## src/rtl/pipeline_pkg.sv

```systemverilog
// Shared pipeline helpers: width functions for the hold queue and the
// per-cycle update classification used by its control logic.
package pipeline_pkg;

    // Bits needed to hold an occupancy count of 0..depth.
    function automatic int hold_count_width(input int depth);
        return $clog2(depth + 1);
    endfunction

    // Bits needed to address depth entries, never less than one.
    function automatic int hold_ptr_width(input int depth);
        return (depth > 1) ? $clog2(depth) : 1;
    endfunction

    // Mutually exclusive state update for one cycle.
    typedef enum logic [2:0] {
        UPD_IDLE   = 3'd0,
        UPD_BYPASS = 3'd1,
        UPD_BOTH   = 3'd2,
        UPD_PUSH   = 3'd3,
        UPD_POP    = 3'd4
    } upd_e;

endpackage

```

## src/rtl/hold_queue_if.sv

```systemverilog
// Upstream/downstream port bundle of the hold queue. The queue uses the
// slave modport; the driving environment uses the master modport.
interface hold_queue_if
    import pipeline_pkg::*;
#(
    parameter int WIDTH = 1,
    parameter int DEPTH = 2
);
    logic [WIDTH-1:0]                   data_in;
    logic                               input_valid;
    logic                               ready_out;
    logic [WIDTH-1:0]                   data_out;
    logic                               valid_out;
    logic                               stall;
    logic                               flush;
    logic [hold_count_width(DEPTH)-1:0] count;
    logic                               overflow;

    modport master (
        output data_in, input_valid, stall, flush,
        input  ready_out, data_out, valid_out, count, overflow
    );

    modport slave (
        input  data_in, input_valid, stall, flush,
        output ready_out, data_out, valid_out, count, overflow
    );
endinterface

```

## src/rtl/hold_queue_ptr.sv

```systemverilog
// Wrapping storage pointer for the hold queue: counts 0..DEPTH-1 and
// returns to 0, so DEPTH need not be a power of two.
module hold_queue_ptr
    import pipeline_pkg::*;
#(
    parameter int DEPTH = 2
) (
    input  logic                             clk,
    input  logic                             reset,
    input  logic                             clear,
    input  logic                             advance,
    output logic [hold_ptr_width(DEPTH)-1:0] ptr
);
    localparam int            PW   = hold_ptr_width(DEPTH);
    localparam logic [PW-1:0] LAST = PW'(DEPTH - 1);

    logic [PW-1:0] ptr_r;

    // Pointer register: reset/clear to 0, otherwise step with wrap at LAST.
    always_ff @(posedge clk) begin
        if (reset || clear) begin
            ptr_r <= '0;
        end else if (advance) begin
            ptr_r <= (ptr_r == LAST) ? '0 : ptr_r + PW'(1);
        end else begin
            ptr_r <= ptr_r;
        end
    end

    assign ptr = ptr_r;
endmodule

```

## src/rtl/hold_queue.sv

```systemverilog
// Multi-entry pipeline hold queue: buffers up to DEPTH words while the
// downstream stage stalls and releases them in FIFO order.
// Optional zero-latency bypass when empty: define HOLD_QUEUE_BYPASS_EN.
module hold_queue
    import pipeline_pkg::*;
#(
    parameter int WIDTH = 1,
    parameter int DEPTH = 2
) (
    input  logic        clk,
    input  logic        reset,
    hold_queue_if.slave bus
);
    localparam int            CW         = hold_count_width(DEPTH);
    localparam int            PW         = hold_ptr_width(DEPTH);
    localparam logic [CW-1:0] FULL_COUNT = CW'(DEPTH);

    logic [WIDTH-1:0] mem_r [DEPTH];
    logic [CW-1:0]    count_r;
    logic             overflow_r;
    logic [PW-1:0]    head_s;
    logic [PW-1:0]    tail_s;

    logic             empty_s;
    logic             full_s;
    logic             ready_s;
    logic             accept_s;
    logic             bypass_s;
    logic             valid_s;
    logic             push_s;
    logic             drop_s;
    logic             head_adv_s;
    logic             tail_adv_s;
    logic [WIDTH-1:0] data_s;
    upd_e             upd_s;

    assign empty_s  = (count_r == '0);
    assign full_s   = (count_r == FULL_COUNT);
    // Backpressure depends only on stored state, never on stall.
    assign ready_s  = !full_s && !reset;
    assign accept_s = bus.input_valid && ready_s && !bus.flush;
    // Words offered while full are lost; a flush cycle ignores its input.
    assign drop_s   = bus.input_valid && full_s && !bus.flush;

`ifdef HOLD_QUEUE_BYPASS_EN
    // Stall is included so a stalled empty queue stores the word instead.
    assign bypass_s = empty_s && accept_s && !bus.stall;
`else
    assign bypass_s = 1'b0;
`endif

    assign valid_s = !reset && !bus.flush && !bus.stall && (!empty_s || bypass_s);
    assign push_s  = accept_s && !bypass_s;

    // Classify this cycle's state update (consume happens whenever valid_s).
    always_comb begin
        upd_s = UPD_IDLE;
        if (bypass_s) begin
            upd_s = UPD_BYPASS;
        end else if (push_s && valid_s) begin
            upd_s = UPD_BOTH;
        end else if (push_s) begin
            upd_s = UPD_PUSH;
        end else if (valid_s) begin
            upd_s = UPD_POP;
        end else begin
            upd_s = UPD_IDLE;
        end
    end

    // Pointer advance requests derived from the update class.
    always_comb begin
        head_adv_s = 1'b0;
        tail_adv_s = 1'b0;
        case (upd_s)
            UPD_BOTH: begin
                head_adv_s = 1'b1;
                tail_adv_s = 1'b1;
            end
            UPD_PUSH: tail_adv_s = 1'b1;
            UPD_POP:  head_adv_s = 1'b1;
            default: begin
                head_adv_s = 1'b0;
                tail_adv_s = 1'b0;
            end
        endcase
    end

    // Output word: head entry, the bypassed input, or zero when idle.
    always_comb begin
        data_s = '0;
        if (!valid_s) begin
            data_s = '0;
        end else if (!empty_s) begin
            data_s = mem_r[head_s];
        end else begin
            data_s = bus.data_in;
        end
    end

    // Occupancy and sticky overflow; flush empties but keeps overflow.
    always_ff @(posedge clk) begin
        if (reset) begin
            count_r    <= '0;
            overflow_r <= 1'b0;
        end else if (bus.flush) begin
            count_r <= '0;
        end else begin
            case (upd_s)
                UPD_PUSH: count_r <= count_r + CW'(1);
                UPD_POP:  count_r <= count_r - CW'(1);
                default:  count_r <= count_r;
            endcase
            overflow_r <= overflow_r | drop_s;
        end
    end

    // Storage write at the tail; contents are deliberately not reset.
    always_ff @(posedge clk) begin
        if (push_s) begin
            mem_r[tail_s] <= bus.data_in;
        end
    end

    hold_queue_ptr #(.DEPTH(DEPTH)) u_head (
        .clk     (clk),
        .reset   (reset),
        .clear   (bus.flush),
        .advance (head_adv_s),
        .ptr     (head_s)
    );

    hold_queue_ptr #(.DEPTH(DEPTH)) u_tail (
        .clk     (clk),
        .reset   (reset),
        .clear   (bus.flush),
        .advance (tail_adv_s),
        .ptr     (tail_s)
    );

    assign bus.ready_out = ready_s;
    assign bus.valid_out = valid_s;
    assign bus.data_out  = data_s;
    assign bus.count     = count_r;
    assign bus.overflow  = overflow_r;
endmodule

```

## src/flat_wrapper.sv

```systemverilog
// flat-port wrapper written by rule: the top's interface ports become plain ports
module hold_queue_flat import pipeline_pkg::*;
#(
    parameter int WIDTH = 1,
    parameter int DEPTH = 2
)
  (clk, reset, bus_data_in, bus_input_valid, bus_stall, bus_flush, bus_ready_out, bus_data_out, bus_valid_out, bus_count, bus_overflow);
  hold_queue_if #(.WIDTH(WIDTH), .DEPTH(DEPTH)) bus_i ();
  input  logic clk;
  input  logic reset;
  input wire logic [$bits(bus_i.data_in)-1:0] bus_data_in;
  input wire logic [$bits(bus_i.input_valid)-1:0] bus_input_valid;
  input wire logic [$bits(bus_i.stall)-1:0] bus_stall;
  input wire logic [$bits(bus_i.flush)-1:0] bus_flush;
  output wire logic [$bits(bus_i.ready_out)-1:0] bus_ready_out;
  output wire logic [$bits(bus_i.data_out)-1:0] bus_data_out;
  output wire logic [$bits(bus_i.valid_out)-1:0] bus_valid_out;
  output wire logic [$bits(bus_i.count)-1:0] bus_count;
  output wire logic [$bits(bus_i.overflow)-1:0] bus_overflow;
  assign bus_i.data_in = bus_data_in;
  assign bus_i.input_valid = bus_input_valid;
  assign bus_i.stall = bus_stall;
  assign bus_i.flush = bus_flush;
  assign bus_ready_out = bus_i.ready_out;
  assign bus_data_out = bus_i.data_out;
  assign bus_valid_out = bus_i.valid_out;
  assign bus_count = bus_i.count;
  assign bus_overflow = bus_i.overflow;
  hold_queue #(.WIDTH(WIDTH), .DEPTH(DEPTH)) u_core (.clk(clk), .reset(reset), .bus(bus_i));
endmodule
```

## config.mk

```make
export PLATFORM = sky130hd
export DESIGN_NAME = hold_queue_flat
export DESIGN_NICKNAME = d
export VERILOG_FILES = /design/src/rtl/pipeline_pkg.sv /design/src/rtl/hold_queue_if.sv /design/src/rtl/hold_queue_ptr.sv /design/src/rtl/hold_queue.sv /design/src/flat_wrapper.sv
export SDC_FILE = /design/constraint.sdc
export NUM_CORES = 1
export LEC_CHECK = 0
export ABC_CLOCK_PERIOD_IN_PS = 3100
export CORE_AREA = 2 2 39 41
export CTS_CLUSTER_SIZE = 25
export DETAILED_ROUTE_END_ITERATION = 12
export DIE_AREA = 0 0 41 43
export GPL_ROUTABILITY_DRIVEN = 0
export PLACE_DENSITY = 0.56
export SYNTH_ARGS = -nofsm -noshare
export SYNTH_HDL_FRONTEND = slang
export SYNTH_SLANG_ARGS = --single-unit
```

## constraint.sdc

```tcl
create_clock -name clk -period 3.1 [get_ports clk]
set_input_delay 0.62 -clock clk [delete_from_list [all_inputs] [get_ports clk]]
set_output_delay 0.62 -clock clk [all_outputs]
set_load 0.03 [all_outputs]
```

Word-level counts from Yosys, hierarchy flattened
Memory sizes are Yosys's and may differ from the RTL's. A register that Yosys moved wholly into a read port is not among the register bits. Cells that the tools add are included.

RAM bits: 2. Memories: 1. Flip-flop bits (word level): 5. Output and inout port bits: 6. Logic and storage cells: 48. Input bits: 6.

Memories: u_core.mem_r (depth 2, width 1, read ports 1, clocked after memory_dff 1, wr ports 1, line hold_queue.sv:18) `logic [WIDTH-1:0] mem_r [DEPTH];`.

Bitwise logic cells: 1. Add/sub/neg operators: 4. Muxes and demuxes: 14. Reductions and logical operators: 20. Equal/unequal tests: 4.

Operator list (count): $mux 1 (10); $logic_and 1x1->1 (9); $mux 3 (3); $eq 3x2->1 const B (2); $reduce_or 2->1 (3); $logic_not 1->1 (5); $pmux 2 s2 (1); $eq 3x3->1 const B (1); $add 1x1->1 const B (2); $add 2x1->2 const B (1); $eq 2x2->1 const B (1); $logic_not 2->1 (1); $reduce_bool 2->1 (1); $sub 2x1->2 const B (1); $logic_or 1x1->1 (1); $or 1x1->1 (1).

Longest topological paths before layout
Gate-level depths: netlist of run 1.

Depth in word-level cells: 12. Gate-level depth with buffers: 8. Mapped depth without buffers: 7.

Hierarchy
From an unflattened synthesis of run 1, not the netlist that was laid out.

Cells, all modules: 37. Area total of the unflattened synthesis: 377.9 um^2.

By module, submodules not included: hold_queue (times used 1, area each 300.3 um^2, seq. area each 120.1 um^2, cells each 31); hold_queue_ptr (times used 2, area each 38.8 um^2, seq. area each 20.0 um^2, cells each 3).

Least setup slack after synthesis of run 1
Ideal clock, no wire load.

Path type: in2reg. From: input port bus_flush. To: register u_core.count_r[1] (netlist: u_core.bus.count[1]). Slack: 407 ps. Data required time: 2984 ps. Library setup time: 116 ps. Cell stages on the path: 7. Arrival time: 2577 ps. Buffers on the path: 1. Cell sequence: or2_1 buf_6 nor3_1 ha_1 xor2_1 a211oi_1 a31o_2.

Longest elaborated chain between the ends: 9. Elaborated cells between the ends (all ways): 14. Those cells by class: eq/ne (2); mux (4); reduce/logical (8).

Ends and longest elaborated chain: from (decl) (line flat_wrapper.sv:14) `input wire logic [$bits(bus_i.flush)-1:0] bus_flush;`; $logic_not 1->1 * (line hold_queue.sv:52) `assign valid_s = !reset && !bus.flush && !bus.stall && (!empty_s || bypass_s);`; $logic_and 1x1->1 * (3 in a row) (line hold_queue.sv:52); named net bus_valid_out (line flat_wrapper.sv:17) `output wire logic [$bits(bus_i.valid_out)-1:0] bus_valid_out;`; $mux 3 (line hold_queue.sv:64) `end else if (valid_s) begin`; $mux 3 (line hold_queue.sv:62) `end else if (push_s) begin`; $mux 3 * (line hold_queue.sv:60) `end else if (push_s && valid_s) begin`; $eq 3x3->1 or $eq 3x2->1 (tied branches) (line hold_queue.sv:109) `case (upd_s)`; $pmux 2 s2 or $reduce_bool 2->1 (tied branches); to (signal assigned) (line hold_queue.sv:110) `UPD_PUSH: count_r <= count_r + CW'(1);`; to (signal assigned) (line hold_queue.sv:111) `UPD_POP: count_r <= count_r - CW'(1);`; to (signal assigned) (line hold_queue.sv:112) `default: count_r <= count_r;`; to (decl) (line hold_queue.sv:19) `logic [CW-1:0] count_r;`.

The timed path passes the listed nets; every way through them passes the cells marked *. A chain may end at the register's enable or synchronous reset.

Worst setup path in the final report of run 1
From: input port reset. To: output port bus_data_out.

Longest elaborated chain between the ends: 5.

Ends and longest elaborated chain: from (decl) (line flat_wrapper.sv:10) `input logic reset;`; $logic_not 1->1 (line hold_queue.sv:52); $logic_and 1x1->1 (3 in a row) (line hold_queue.sv:52); $mux 1 (line hold_queue.sv:92) `if (!valid_s) begin`; to (decl) (line flat_wrapper.sv:16) `output wire logic [$bits(bus_i.data_out)-1:0] bus_data_out;`.

Every way passes these cells.

==> flow_summary.toml, run 1 <==
[run]
cap_violations = 0

[worst_setup_path]
start_kind = "input pin"
path_common_cell = "clkdlybuf4s50_1"
cp_cell_sequence = "clkdlybuf4s50_1, or2_1, nor4_1, clkdlybuf4s50_1"
worst_path_max_delay_cell = "clkdlybuf4s50_1"
crit_arrival_ns = 2.27
crit_path_end_kind = "primary output"
required_ns = 2.48
path_class = "input pin to primary output"
ff2ff_setup_slack_ns = 1.46
cp_max_fo = 3
slowest_delay_ns = 0.71

[clock_tree]
cts_max_path_buffers = 2
clk_latency_ns = 0.25
post_cts_buffers = 0
cts_num_sinks = 8
cts_tree = "yes"
cts.repair.resized = 0
htree_levels = 1
cts_buffers = 3
hold_buffers = 0
clkTransAtPathRegs_ns = 0.06
cts-root-buf = "clkbuf_4"

[yosys]
synth_seq_cells = 8
netlist_instances = 40
yosysWarnings = 0
yosysUniqueCellTypes = 22
synth_edf_count = 2
syn_area_per_cell_sq_um = 9.73
synthArstFlopShare = 0
ys_seq_area_frac = 0.463
yosys_most_used_dff = "dfxtp_1"
syn_area_sq_um = 389
syn_nets = 48

[pwr]
vdd_ir_drop_max_uv = 195
power_density_nw_per_um2 = 404
p_leak_uw = 0.000212

[global_route]
grt_max_degree = 9
grt-ovfl-total = 0
antenna_found_initial = 0
grt_pass1_wl_mm = 1.13
gr-usage-all-layers = 0.103
grt_pass1_vias = 275

[floorplanning]
start_util = 0.281
die_area_sq_um = 1760
core_sq_um = 1380
die_x_um = 41
rows = 14
ios = 12
fp.dieH_um = 43

[final_layout]
utilization = 0.390
nNetsFinal = 64
drive_above_1_share = 0.164
antennaDiodeCount = 0
final_cell_mix = "10 x clkdlybuf4s50_1, 9 x nor2_1, 6 x dfxtp_1, 3 x inv_1, 3 x clkbuf_4"
n_fill_cell = 135
layout-area-overhead-vs-synth_pct = 38.6
final_common_cell = "clkdlybuf4s50_1"

[detailed_routing]
vias = 320
post-route-drc-count = 0
wire_per_inst_um = 9.69
routed_via_density = 4.51
first_iter_violations = 6
ant_nets = 0
wl_um = 688
dr.pass1.iters = 2

[sta]
worst_pin_slew_ns = 0.331
relSlewSlack = 0.777
rsz0062_at_grt = "no"
hold_violations = 0
clock_skew_ns = 0.00285
drv_slew = 0
setup_viol = 0
max_freq_mhz = 346
tns_ns = 0
finalCritPeriodShare = 0.932
finalCriticalPeriod_ns = 2.89

[outcome]
status = "finished, final reports clean"

[place]
dp_hpwl_um = 531
port_buffers = 11

[min_path]
worstHoldPathType = "register to register"
[routing by layer]
layer,part of all wire,global-route usage,vias to the layer above
met5,0,0,-
met2,0.44,0.119,11
met3,0.076,0.0471,2
li1,-,-,166
met1,0.46,0.131,141
met4,0.028,0.100,0
[cells by family after synthesis]
group           count (synthesis)  synth area share
flops                           8             0.463
buf+inv                         5            0.0675
fa+ha+maj                       2            0.0643
xor+xnor                        3            0.0675
simple gates                   16             0.228
compound gates                  5            0.0836
mux                             1            0.0257
[area by class of cell]
class                   count  area, sq um  area share
repair buffers             12          115       0.213
well taps                  16         20.0      0.0371
multi-input cells          27          183       0.339
clock buffers               4         26.3      0.0487
flip-flops and latches      8          180       0.334
inverters                   4         15.0      0.0278
[Yosys cell counts, types with 2 or more instances]
cell      count  area (sq um)
xor2_1        2          17.5
edfxtp_1      2          60.1
ha_1          2          25.0
inv_1         3          11.3
nor2_1        9          33.8
dfxtp_1       6           120
[through the flow]
step	hold slack (ns)	cells	area [sq um]	setup WS, ns	total power, uW
after floorplan	0.465	40	389	0.407	125
after global placement	0.479	67	513	0.207	135
after detailed placement	0.466	67	513	0.188	135
after CTS	0.487	71	539	0.185	222
after global routing	0.514	71	539	0.0568	232
final	0.484	71	539	0.211	218
[critical path: cells and delay by family]
| kind | cells | cell delay (ns) |
|---|---|---|
| simple gates | 2 | 0.50 |
| buf+inv | 2 | 1.14 |
[final timing paths]
| path | from | endpoint | cells past startpoint |
|---|---|---|---|
| max | reset | bus_data_out | 4 |
| min | u_core.bus.overflow$_SDFFE_PP0N_ | u_core.bus.overflow$_SDFFE_PP0N_ | 2 |
| max reg2reg | u_core.bus.count[0]$_SDFFE_PP0P_ | u_core.bus.count[1]$_SDFFE_PP0P_ | 6 |
| min reg2reg | u_core.bus.overflow$_SDFFE_PP0N_ | u_core.bus.overflow$_SDFFE_PP0N_ | 2 |
[report_power, final]
part	internal [uW]	total (uW)	switching [uW]	leakage (uW)
Sequential	109	110	1.26	0.0000667
Clock	49.3	85.2	36.0	0.0000150
Combinational	12.2	23.0	10.9	0.000131
(Power assumes the default switching activity.)
==> run 2: changes to the inputs <==
Settings changed: CAP_MARGIN set to 30, SLEW_MARGIN set to 20.
==> results of run 2 <==
The final DEF is identical to that of run 1; final timing and power are the same.
==> run 3: changes to the inputs <==
Settings changed: CAP_MARGIN 30 to 20.
==> results of run 3 <==
The final DEF is identical to that of run 1; final timing and power are the same.
